==> config.mk <==
export PLATFORM = sky130hd
export DESIGN_NAME = id_ex_stage
export DESIGN_NICKNAME = d
export VERILOG_FILES = /design/src/rtl/core_pkg.sv /design/src/rtl/id_ex_stage_hazard_detect.sv /design/src/rtl/id_ex_stage.sv
export SDC_FILE = /design/constraint.sdc
export NUM_CORES = 1
export LEC_CHECK = 0
export BUFFER_PORTS_ARGS = -buffer_cell sky130_fd_sc_hd__buf_2
export CAP_MARGIN = 20
export CORE_AREA = 2 2 171 173
export DETAILED_ROUTE_END_ITERATION = 8
export DIE_AREA = 0 0 173 175
export PLACE_DENSITY = 0.67
export SLEW_MARGIN = 5
export SYNTH_ARGS = -nofsm -noshare
export SYNTH_HDL_FRONTEND = slang
export SYNTH_SLANG_ARGS = --single-unit
==> constraint.sdc <==
create_clock -name clk -period 3 [get_ports clk]
set_clock_uncertainty 0.05 [all_clocks]
set_input_delay 0.15 -clock clk [delete_from_list [all_inputs] [get_ports clk]]
set_output_delay 0.15 -clock clk [all_outputs]
set_load 0.01 [all_outputs]
==> src/rtl/core_pkg.sv <==
// Shared core definitions: ResultSrc encodings, ALU control width and the
// packed EX-stage control word.
package core_pkg;

    localparam int ALU_CTRL_W = 4;

    typedef enum logic [1:0] {
        RES_ALU = 2'b00,
        RES_MEM = 2'b01,
        RES_PC4 = 2'b10
    } res_src_e;

    typedef struct packed {
        logic                  reg_write;
        logic                  mem_write;
        logic                  alu_src;
        logic                  branch;
        logic                  jump;
        logic                  valid;
        logic [1:0]            result_src;
        logic [ALU_CTRL_W-1:0] alu_control;
    } ctrl_e_t;

    // A bubble keeps ALU select bits but can never write, branch or jump.
    function automatic ctrl_e_t make_bubble(input ctrl_e_t c);
        ctrl_e_t b;
        b            = c;
        b.reg_write  = 1'b0;
        b.mem_write  = 1'b0;
        b.branch     = 1'b0;
        b.jump       = 1'b0;
        b.valid      = 1'b0;
        b.result_src = 2'b00;
        return b;
    endfunction

endpackage

==> src/rtl/id_ex_stage_hazard_detect.sv <==
// Combinational load-use stall and branch/jump flush generation for the
// IF/ID and ID/EX pipeline registers.
module hazard_detect
    import core_pkg::*;
#(
    parameter int RADDR = 5
) (
    input  logic             ValidE,
    input  logic [1:0]       ResultSrcE,
    input  logic [RADDR-1:0] RdE,
    input  logic [RADDR-1:0] Rs1D,
    input  logic [RADDR-1:0] Rs2D,
    input  logic             PCSrcE,
    output logic             lu,
    output logic             StallF,
    output logic             StallD,
    output logic             FlushD,
    output logic             flushE
);

    logic is_load_e;
    logic rd_match;

    assign is_load_e = ValidE && (ResultSrcE == RES_MEM);
    // x0 is hard-wired to zero, so a load targeting it never creates a dependency.
    assign rd_match  = (RdE != '0) && ((RdE == Rs1D) || (RdE == Rs2D));
    assign lu        = is_load_e && rd_match;

    // A taken redirect squashes the consumer anyway, so it overrides the stall.
    assign StallF = lu && !PCSrcE;
    assign StallD = lu && !PCSrcE;
    assign FlushD = PCSrcE;
    assign flushE = lu || PCSrcE;

endmodule

==> src/rtl/id_ex_stage.sv <==
// ID/EX pipeline register with load-use stall, branch/jump flush and redirect.
// Optional HAZARD_PERF_CNT_EN adds stall_cnt / flush_cnt event counters.
module id_ex_stage
    import core_pkg::*;
#(
    parameter int XLEN  = 32,
    parameter int RADDR = 5
) (
    input  logic                  clk,
    input  logic                  rst,
    input  logic                  RegWriteD,
    input  logic                  MemWriteD,
    input  logic                  ALUSrcD,
    input  logic                  BranchD,
    input  logic                  JumpD,
    input  logic [1:0]            ResultSrcD,
    input  logic [ALU_CTRL_W-1:0] ALUControlD,
    input  logic [RADDR-1:0]      Rs1D,
    input  logic [RADDR-1:0]      Rs2D,
    input  logic [RADDR-1:0]      RdD,
    input  logic [XLEN-1:0]       RD1D,
    input  logic [XLEN-1:0]       RD2D,
    input  logic [XLEN-1:0]       ImmExtD,
    input  logic [XLEN-1:0]       PCD,
    input  logic [XLEN-1:0]       PCPlus4D,
    input  logic                  ZeroE,
    input  logic [XLEN-1:0]       PCTargetE,
    output logic                  RegWriteE,
    output logic                  MemWriteE,
    output logic                  ALUSrcE,
    output logic                  BranchE,
    output logic                  JumpE,
    output logic                  ValidE,
    output logic [1:0]            ResultSrcE,
    output logic [ALU_CTRL_W-1:0] ALUControlE,
    output logic [RADDR-1:0]      Rs1E,
    output logic [RADDR-1:0]      Rs2E,
    output logic [RADDR-1:0]      RdE,
    output logic [XLEN-1:0]       RD1E,
    output logic [XLEN-1:0]       RD2E,
    output logic [XLEN-1:0]       ImmExtE,
    output logic [XLEN-1:0]       PCE,
    output logic [XLEN-1:0]       PCPlus4E,
    output logic                  PCSrcE,
    output logic [XLEN-1:0]       PCNextSel,
    output logic                  StallF,
    output logic                  StallD,
    output logic                  FlushD
`ifdef HAZARD_PERF_CNT_EN
    ,
    output logic [31:0]           stall_cnt,
    output logic [31:0]           flush_cnt
`endif
);

    ctrl_e_t          ctrl_p0;
    ctrl_e_t          ctrl_p1;
    logic [RADDR-1:0] rs1_p1, rs2_p1, rd_p1;
    logic [XLEN-1:0]  rd1_p1, rd2_p1, imm_p1, pc_p1, pcp4_p1;
    logic             lu;
    logic             flushE;

    assign ctrl_p0 = '{
        reg_write:   RegWriteD,
        mem_write:   MemWriteD,
        alu_src:     ALUSrcD,
        branch:      BranchD,
        jump:        JumpD,
        valid:       1'b1,
        result_src:  ResultSrcD,
        alu_control: ALUControlD
    };

    hazard_detect #(
        .RADDR (RADDR)
    ) u_hazard (
        .ValidE     (ctrl_p1.valid),
        .ResultSrcE (ctrl_p1.result_src),
        .RdE        (rd_p1),
        .Rs1D       (Rs1D),
        .Rs2D       (Rs2D),
        .PCSrcE     (PCSrcE),
        .lu         (lu),
        .StallF     (StallF),
        .StallD     (StallD),
        .FlushD     (FlushD),
        .flushE     (flushE)
    );

    // ---- ID -> EX register boundary ----
    always_ff @(posedge clk) begin
        if (rst) begin
            ctrl_p1 <= '0;
        end else if (flushE) begin
            ctrl_p1 <= make_bubble(ctrl_p0);
        end else begin
            ctrl_p1 <= ctrl_p0;
        end
    end

    // Operands hold during a load-use bubble; the consumer re-presents them next cycle.
    always_ff @(posedge clk) begin
        if (rst) begin
            rs1_p1  <= '0;
            rs2_p1  <= '0;
            rd_p1   <= '0;
            rd1_p1  <= '0;
            rd2_p1  <= '0;
            imm_p1  <= '0;
            pc_p1   <= '0;
            pcp4_p1 <= '0;
        end else if (!lu) begin
            rs1_p1  <= Rs1D;
            rs2_p1  <= Rs2D;
            rd_p1   <= RdD;
            rd1_p1  <= RD1D;
            rd2_p1  <= RD2D;
            imm_p1  <= ImmExtD;
            pc_p1   <= PCD;
            pcp4_p1 <= PCPlus4D;
        end
    end

    // ---- EX stage outputs ----
    assign RegWriteE   = ctrl_p1.reg_write;
    assign MemWriteE   = ctrl_p1.mem_write;
    assign ALUSrcE     = ctrl_p1.alu_src;
    assign BranchE     = ctrl_p1.branch;
    assign JumpE       = ctrl_p1.jump;
    assign ValidE      = ctrl_p1.valid;
    assign ResultSrcE  = ctrl_p1.result_src;
    assign ALUControlE = ctrl_p1.alu_control;
    assign Rs1E        = rs1_p1;
    assign Rs2E        = rs2_p1;
    assign RdE         = rd_p1;
    assign RD1E        = rd1_p1;
    assign RD2E        = rd2_p1;
    assign ImmExtE     = imm_p1;
    assign PCE         = pc_p1;
    assign PCPlus4E    = pcp4_p1;

    assign PCSrcE    = ctrl_p1.valid && ((ctrl_p1.branch && ZeroE) || ctrl_p1.jump);
    assign PCNextSel = PCTargetE;

`ifdef HAZARD_PERF_CNT_EN
    // Free-running event counters; wrap naturally at 2^32.
    always_ff @(posedge clk) begin
        if (rst) begin
            stall_cnt <= '0;
            flush_cnt <= '0;
        end else begin
            if (StallD) stall_cnt <= stall_cnt + 32'd1;
            if (FlushD) flush_cnt <= flush_cnt + 32'd1;
        end
    end
`endif

endmodule

==> impl_metrics.tcl, run 1 <==
set metrics [dict create \
    ir_worst_vdd_uv 310 \
    wire_per_inst_um 14.5 \
    first_pass_iters 4 \
    dpl_cell_area_um2 10500 \
    start_kind "register" \
    routed.top_layer "met5" \
    ctsHtreeMaxLevel 4 \
    syn_area_um2 8550 \
    vias 7361 \
    cp.arrival_ns 2.41 \
    antenna_found_initial 4 \
    grt.overflow.total 0 \
    timing.rr.end "RegWriteE$_SDFF_PP0_" \
    cap_violations 0 \
    core-area_um2 28400 \
    drtIter0Drc 217 \
    post-route-util_pct 45.6 \
    crit_path_max_fanout 30 \
    place_ws_ns 0.789 \
    cts_tree "done" \
    setup_tns_ns 0 \
    drt-vias-per-instance 4.24 \
    setup_ws_ns 0.387 \
    r2r_start "RdE[1]$_SDFFE_PP0N_" \
    syn2layout_area_growth_pct 51.5 \
    synth_seq_area_share_pct 43.8 \
    max_stage_delay_ns 0.56 \
    grt_max_degree 138 \
    cts_hold_buf 185 \
    chipWidth_um 173 \
    wirelength_um 25200 \
    track_usage_pct 16.4 \
    syn_inst 840 \
    worstMarginPinSlew_ns 0.800 \
    multi_input_area_um2 4190 \
    finalPower_mw 6.02 \
    die_h_um 175 \
    dp_cells 1517 \
    syn_nets 1061 \
    worstPathCellList "or4_1 -> o2111ai_1 -> a21oi_4 -> buf_12 -> nor2b_1 -> buf_2" \
    antenna_left 0 \
    routed-wl-met2_um 12200 \
    hold_viol 0 \
    ios 444 \
    slew_violations 0 \
    ys_warn_count 0 \
    path_class "register to output pin" \
    rows 62 \
    cts_buffer_depth 2 \
    p_per_area_nw_per_um2 464 \
    setup_violations 0 \
    drc 0 \
    cp_slowest_cell "or4_1" \
    finalCritPeriodShare_pct 87.1 \
    path_clk_slew_ns 0.08 \
    dp_hpwl_um 16400 \
    instances_no_fill 1737 \
    post_cts_buffers 0 \
    grt_pass1_wl_um 39700 \
    seq_area_um2 3740 \
    io_buffers 379 \
    numCtsBuffers 17 \
    finalNetCount 1558 \
    clock_latency_ns 0.43 \
    gp_congestion 0.776 \
    cts_resized 0 \
    r2r_cells 6 \
    min_period_ns 2.61 \
    final.fill_count 2611 \
    hold_path_end "Rs2E[2]$_SDFFE_PP0N_" \
    wl_met3_um 2180 \
    endpoint_kind "output pin" \
    drive_gt1_share_pct 31.2 \
    whs_ns 0.0340 \
    syn_avg_cell_area_um2 10.2 \
    leakage_nw 5.45 \
    holdPathStages 3 \
    initial_core_util_pct 30.1 \
    max_slew_margin_pct 46.5 \
    hold_path_startpoint "Rs2D[2]" \
    rsz0062_at_grt "false" \
    cts_sinks 187 \
    stdcell_area_um2 13000 \
    ff2ff_setup_slack_ns 0.79 \
    fp.dieArea_um2 30300 \
    hp-class "input port to register" \
    ys_seq_elements 187 \
    cts_root_buf "clkbuf_16" \
    outcome "completed" \
    synth_cell_types 17 \
    wl_met1_um 10500 \
    cp.required_ns 2.80 \
    fmax_mhz 383 \
    grt_pass1_vias 7677 \
]
## critical path: cells and delay by family, from the launching register on
family,cells,cell delay [ns]
AND/OR/NAND/NOR,2,0.73
AO/OA/AOI/OAI,2,0.45
buffers and inverters,2,0.40
flip-flops,1,0.37
## Yosys cell counts (all sizes together)
library cell | n | share of area (%)
inv | 1 | 0.044
nand2b | 350 | 26
nor3 | 3 | 0.18
o2111ai | 1 | 0.10
a21oi | 2 | 0.12
nor2b | 7 | 0.51
xor2 | 6 | 0.61
dfxtp | 187 | 44
nand3 | 2 | 0.12
buf | 54 | 5.5
mux2i | 175 | 20
nor4b | 6 | 0.61
xnor2 | 4 | 0.41
clkbuf | 41 | 1.8
or4 | 1 | 0.088
## flip-flops by register name, summed over array words and instances (netlist names)
signal,count
Rs2E,5
PCE,32
ValidE,1
ALUControlE,4
ResultSrcE,2
RD1E,32
ALUSrcE,1
MemWriteE,1
RD2E,32
Rs1E,5
PCPlus4E,32
BranchE,1
RdE,5
RegWriteE,1
JumpE,1
ImmExtE,32
## power breakdown
group / total (mW) / switching [mW] / internal [mW] / leakage (nW)
combinational: 0.891 / 0.376 / 0.514 / 3.59
clock: 2.43 / 1.07 / 1.36 / 0.300
sequential: 2.70 / 0.0781 / 2.62 / 1.56
## routing by layer
metal	vias up	GRT usage (%)
met3	22	6.20
met2	303	28.7
met4	2	5.05
li1	3661	-
met5	-	0
met1	3373	18.4
## how the worst max path moves through the flow
stage	start	to	cells past startpoint
after global placement	RdE[0]$_SDFFE_PP0N_	StallF	7
final	RdE[1]$_SDFFE_PP0N_	StallF	6
after floorplan	RdE[0]$_SDFFE_PP0N_	StallF	7
after detailed placement	RdE[1]$_SDFFE_PP0N_	RegWriteE$_SDFF_PP0_	6
after CTS	RdE[1]$_SDFFE_PP0N_	StallF	6
after global routing	RdE[1]$_SDFFE_PP0N_	StallF	6
## layout by cell type (no fill, tap or decap)
| cell | n |
|---|---|
| clkinv_2 | 1 |
| xnor2_1 | 4 |
| o2111ai_1 | 1 |
| clkbuf_16 | 17 |
| a21oi_1 | 1 |
| diode_2 | 3 |
| mux2i_1 | 175 |
| buf_6 | 1 |
| buf_4 | 2 |
| inv_6 | 4 |
| nor3_1 | 3 |
| clkinv_4 | 3 |
| bufinv_16 | 3 |
| inv_1 | 1 |
| clkbuf_8 | 1 |
| or4_1 | 1 |
| a21oi_4 | 1 |
| xor2_1 | 6 |
| clkinvlp_4 | 2 |
| nand2b_1 | 350 |
| buf_12 | 7 |
| nor2b_1 | 7 |
| dlygate4sd3_1 | 185 |
| nand3_1 | 2 |
| dfxtp_1 | 187 |
| nor4b_1 | 6 |
| buf_2 | 378 |
| inv_8 | 1 |
## kinds of logic (layout without fill, tap and decap cells)
kind of cell / Yosys count / after routing / synth area share, %
other: 0 / 3 / 0
and+or+nand+nor: 369 / 369 / 27.1
muxes: 175 / 175 / 20.5
buffers and inverters: 96 / 606 / 7.39
xor gates and xnor gates: 10 / 10 / 1.02
DFF: 187 / 187 / 43.8
AOI/OAI and AO/OA: 3 / 3 / 0.219
## final cells by class
type | count | share of cell area (%)
Antenna cell | 3 | 0.0579
Clock buffer | 18 | 3.39
Clock inverter | 14 | 1.41
Inverter | 1 | 0.0290
Multi-Input combinational cell | 557 | 32.3
Sequential cell | 187 | 28.9
Tap cell | 384 | 3.71
Timing Repair Buffer | 573 | 30.2
Power figures use the tool's default switching activity.
==> run 2, diff against run 1 <==
- SLEW_MARGIN: 5 -> 10
- clock period: 3 -> 2.56 ns (I/O delays scaled with it)
==> run 2 against run 1 <==
Compared with the run above:
- die area unchanged
- sequential share of layout area down 0.19 points
- clock power up 16%
- total power up 17%
- critical path type unchanged
- sequential cell count unchanged
- global-route usage up 0.69 points
- hold slack better by 0.17 ns
- setup slack worse by 0.24 ns
- register-to-register slack worse by 0.45 ns
- combinational power up 19%
- critical path depth unchanged
==> impl_metrics.tcl, run 2 (same netlist as run 1, synthesis figures left out) <==
set metrics [dict create \
    outcome "completed" \
    drt-vias-per-instance 4.23 \
    gp_congestion 0.744 \
    vias 7370 \
    hold_viol 0 \
    min_period_ns 2.42 \
    wirelength_um 26500 \
    dp_hpwl_um 16400 \
    drtIter0Drc 256 \
    core-area_um2 28400 \
    worstMarginPinSlew_ns 0.522 \
    path_class "register to output pin" \
    finalCritPeriodShare_pct 94.4 \
    antenna_found_initial 1 \
    ir_worst_vdd_uv 362 \
    ctsHtreeMaxLevel 4 \
    syn2layout_area_growth_pct 52.5 \
    die_h_um 175 \
    rsz0062_at_grt "false" \
    grt_pass1_wl_um 41200 \
    start_kind "register" \
    chipWidth_um 173 \
    initial_core_util_pct 30.1 \
    r2r_start "RdE[0]$_SDFFE_PP0N_" \
    drive_gt1_share_pct 31.4 \
    track_usage_pct 17.1 \
    endpoint_kind "output pin" \
    most-common-layout-cells "378 x buf_2, 350 x nand2b_1, 187 x dfxtp_1" \
    instances_no_fill 1743 \
    finalPower_mw 7.03 \
    hold_path_startpoint "PCTargetE[11]" \
    hp-class "input port to output pin" \
    cp.required_ns 2.38 \
    drc 0 \
    startpoint "RdE[2]$_SDFFE_PP0N_" \
    dpl_cell_area_um2 10500 \
    finalNetCount 1566 \
    fmax_mhz 414 \
    grt_pass1_vias 7804 \
    dp_cells 1520 \
    stdcell_area_um2 13000 \
    leakage_nw 5.50 \
    setup_violations 0 \
    slew_violations 0 \
    max_slew_margin_pct 65.2 \
    io_buffers 379 \
    cp.arrival_ns 2.24 \
    cts_buffer_depth 2 \
    clock_latency_ns 0.43 \
    ios 444 \
    grt_max_degree 118 \
    grt.overflow.total 0 \
    numCtsBuffers 17 \
    first_pass_iters 4 \
    setup_tns_ns 0 \
    wire_per_inst_um 15.2 \
    p_per_area_nw_per_um2 539 \
    cap_violations 0 \
    fp.dieArea_um2 30300 \
    crit_path_max_fanout 13 \
    antenna_left 0 \
    cts_root_buf "clkbuf_16" \
    rows 62 \
    cts_tree "done" \
    layout_commonest_cell "buf_2" \
    path_clk_slew_ns 0.08 \
    cts_sinks 187 \
]
[run 2: through the flow]
stage	utilization, %	setup slack (ns)	hold WS [ns]
2_1_floorplan	-	0.604	0.206
3_3_place_gp	37.0	0.475	0.206
3_5_place_dp	37.0	0.368	0.206
4_1_cts	45.8	0.0317	0.206
5_1_grt	45.9	0.0334	0.206
6_report	45.9	0.144	0.206
[run 2: cell type report]
| type | instances | area, um2 |
|---|---|---|
| multi-input combinational | 557 | 4190 |
| tap | 384 | 480 |
| clock inverter | 13 | 165 |
| timing repair buffer | 581 | 4020 |
| inverter | 1 | 3.75 |
| antenna | 1 | 2.50 |
| fill | 2580 | 15400 |
| clock buffer | 19 | 443 |
| sequential | 187 | 3740 |
[run 2: final timing paths]
| kind | cells after the start | slack (ns) | endpoint |
|---|---|---|---|
| max | 6 | 0.14 | StallF |
| min | 0 | 0.21 | PCNextSel[11] |
| max reg2reg | 8 | 0.34 | ImmExtE[15]$_SDFFE_PP0N_ |
| min reg2reg | 2 | 0.42 | ImmExtE[9]$_SDFFE_PP0N_ |
[run 2: report_power, final]
part / total, mW / switching (mW) / leakage, nW / internal [mW]
Clock: 2.81 / 1.24 / 0.298 / 1.58
Sequential: 3.16 / 0.0893 / 1.56 / 3.07
Combinational: 1.06 / 0.450 / 3.65 / 0.607
[run 2: worst max-delay path: stages (launching register included)]
cell,delay [ns]
dfxtp_1,0.37
or4_1,0.52
o2111ai_1,0.32
a21oi_4,0.08
buf_12,0.18
nor2b_1,0.17
buf_2,0.16
[run 2: metal layers]
layer | vias up | global-route usage, % | share of wire (%)
met1 | 3388 | 19.3 | 42
met5 | - | 0 | 0
met3 | 15 | 5.57 | 7.6
li1 | 3682 | - | -
met4 | 0 | 4.70 | 1.3
met2 | 285 | 30.7 | 49
[run 2: timing repair]
item,CTS,global route
pin swaps,0,1
endpoints found under the setup margin,2,2
endpoints found under the hold margin,186,0
gates resized for setup,0,0
hold buffers,186,0
setup buffers,0,2
gates cloned,1,1
==> run 3, diff against run 2 <==
--- a/config.mk
+++ b/config.mk
@@ -12,5 +12,4 @@
 export DIE_AREA = 0 0 173 175
 export PLACE_DENSITY = 0.67
-export SLEW_MARGIN = 10
 export SYNTH_ARGS = -nofsm -noshare
 export SYNTH_HDL_FRONTEND = slang
==> constraint.sdc (replaced) <==
create_clock -name clk -period 2.56 [get_ports clk]
set_clock_uncertainty 0.05 [all_clocks]
set_input_delay 0.512 -clock clk [delete_from_list [all_inputs] [get_ports clk]]
set_output_delay 0.512 -clock clk [all_outputs]
set_load 0.01 [all_outputs]
==> run 3 against run 2 <==
Compared with the run above:
- cell area shrank 14%
- cell count shrank 10%
- non-clock buffer count shrank 174
- wire length fell by 15%
- clock-buffer cell count is 3 higher
- die area stayed put
- critical path type unchanged
- largest cell class unchanged
==> impl_metrics.tcl, run 3 (same netlist as run 1, synthesis figures left out) <==
set metrics [dict create \
    outcome "completed" \
    core-area_um2 28400 \
    hp-class "input port to register" \
    worstMarginPinSlew_ns 0.542 \
    antenna_cells 0 \
    drive_gt1_share_pct 38.1 \
    grt_pass1_wl_um 35200 \
    worstPathCellList "or4_4 -> o2111ai_2 -> buf_4 -> a21oi_4 -> nor2b_4 -> buf_6" \
    antenna_found_initial 0 \
    r2r_cells 8 \
    p_int_mw 4.96 \
    switchingPower_mw 1.65 \
    setup_violations 0 \
    syn2layout_area_growth_pct 31.7 \
    cts_sinks 187 \
    r2r_start "RdE[1]$_SDFFE_PP0N_" \
    setup_tns_ns 0 \
    track_usage_pct 14.6 \
    drt-vias-per-instance 4.18 \
    crit_end "StallF" \
    worst-path-buf-inv 2 \
    cts_tree "done" \
    crit_path_max_fanout 3 \
    post-route-util_pct 39.7 \
    initial_core_util_pct 30.1 \
    finalCritPeriodShare_pct 98.5 \
    drtIter0Drc 234 \
    chipWidth_um 173 \
    io_buffers 379 \
    cp.arrival_ns 1.96 \
    place_ws_ns -0.0873 \
    cp_num_cells 6 \
    cp.required_ns 2.00 \
    power_frac_clock_pct 39.6 \
    vias 6553 \
    endpoint_kind "output pin" \
    cap_violations 0 \
    p_per_area_nw_per_um2 587 \
    path_class "register to output pin" \
    stdcell_area_um2 11300 \
    setup_ws_ns 0.0379 \
    cts_hold_buf 0 \
    fp.dieArea_um2 30300 \
    routed.top_layer "met4" \
    startpoint "RdE[1]$_SDFFE_PP0N_" \
    finalPower_mw 6.61 \
    cts_buffer_depth 2 \
    final.fill_count 2857 \
    numCtsBuffers 17 \
    ff2ff_setup_slack_ns 0.19 \
    grt_max_degree 89 \
    wl_met1_um 9930 \
    rows 62 \
    drc 0 \
    crit_family "simple AND/OR/NAND/NOR gates" \
    dpl_cell_area_um2 10600 \
    first_pass_iters 4 \
    min_period_ns 2.52 \
    pwr-share-seq_pct 47.9 \
    max_slew_margin_pct 63.8 \
    path_clk_slew_ns 0.07 \
    rsz0062_at_grt "true" \
    grt_pass1_vias 6513 \
    power_frac_comb_pct 12.6 \
    finalNetCount 1392 \
    timing.rr.end "ResultSrcE[0]$_SDFF_PP0_" \
    most-common-layout-cells "376 x buf_2, 350 x nand2b_1, 182 x dfxtp_1" \
    wirelength_um 22500 \
    routed-wl-met2_um 10200 \
    dp_hpwl_um 16900 \
    leakage_nw 4.76 \
    slew_violations 0 \
    ir_worst_vdd_uv 372 \
    wl_met3_um 2030 \
    seq_area_um2 3760 \
    cts_root_buf "clkbuf_16" \
    die_h_um 175 \
    switching_share_pct 25.0 \
    gp_congestion 0.772 \
    grt.overflow.total 0 \
    layout_commonest_cell "buf_2" \
    ctsHtreeMaxLevel 4 \
    ios 444 \
    antenna_left 0 \
    start_kind "register" \
    hold_viol 0 \
    cp_slowest_cell "or4_4" \
    fmax_mhz 396 \
    wire_per_inst_um 14.4 \
    max_stage_delay_ns 0.53 \
    multi_input_area_um2 4240 \
    clock_latency_ns 0.42 \
]
run 3: worst reg2reg max path, cell delays in order (launching register included):
cell	delay (ns)
dfxtp_4	0.37
or4_4	0.53
o2111ai_2	0.18
buf_4	0.15
a21oi_4	0.04
buf_4	0.16
buf_4	0.20
buf_4	0.20
nor4b_1	0.38
run 3: through the flow:
| stage | instances | hold slack, ns |
|---|---|---|
| 6_report | 1567 | 0.251 |
| 4_1_cts | 1566 | 0.226 |
| 3_5_place_dp | 1533 | 0.414 |
| 2_1_floorplan | 840 | 0.446 |
| 3_3_place_gp | 1533 | 0.406 |
| 5_1_grt | 1567 | 0.240 |
run 3: layout make-up:
cell class	instances	share of cell area [%]
Inverter	1	0.0333
Tap cell	384	4.27
Clock inverter	9	0.789
Timing Repair Buffer	407	19.7
Multi-Input combinational cell	557	37.6
Sequential cell	187	33.4
Clock buffer	22	4.30
run 3: repair_timing:
action,CTS,global route
pin swaps,4,5
setup endpoints to repair,2,2
buffers inserted,2,1
gates resized for setup,17,3
run 3: power by group through the flow:
stage	combinational, mW	clock [mW]	sequential [mW]
floorplan	0.392	0	3.30
finish	0.831	2.61	3.16
CTS	0.845	2.72	3.17
global route	0.919	2.83	3.18
detailed placement	0.836	0	3.23
global placement	0.823	0	3.22
run 3: worst min path at each step:
| stage | endpoint | depth (start not counted) | slack (ns) | start |
|---|---|---|---|---|
| floorplan | ImmExtE[0]$_SDFFE_PP0N_ | 2 | 0.45 | ImmExtE[0]$_SDFFE_PP0N_ |
| global placement | PCPlus4E[31]$_SDFFE_PP0N_ | 2 | 0.41 | PCPlus4E[31]$_SDFFE_PP0N_ |
| detailed placement | RD1E[13]$_SDFFE_PP0N_ | 2 | 0.41 | RD1E[13]$_SDFFE_PP0N_ |
| CTS | ALUControlE[2]$_SDFF_PP0_ | 2 | 0.23 | ALUControlD[2] |
| global route | ALUControlE[2]$_SDFF_PP0_ | 2 | 0.24 | ALUControlD[2] |
| finish | ALUControlE[2]$_SDFF_PP0_ | 2 | 0.25 | ALUControlD[2] |
run 3: metal layers:
metal | vias to the layer above | GRT usage [%]
li1 | 3316 | -
met1 | 2944 | 17.7
met2 | 277 | 24.0
met3 | 16 | 5.55
met4 | 0 | 4.56
met5 | - | 0
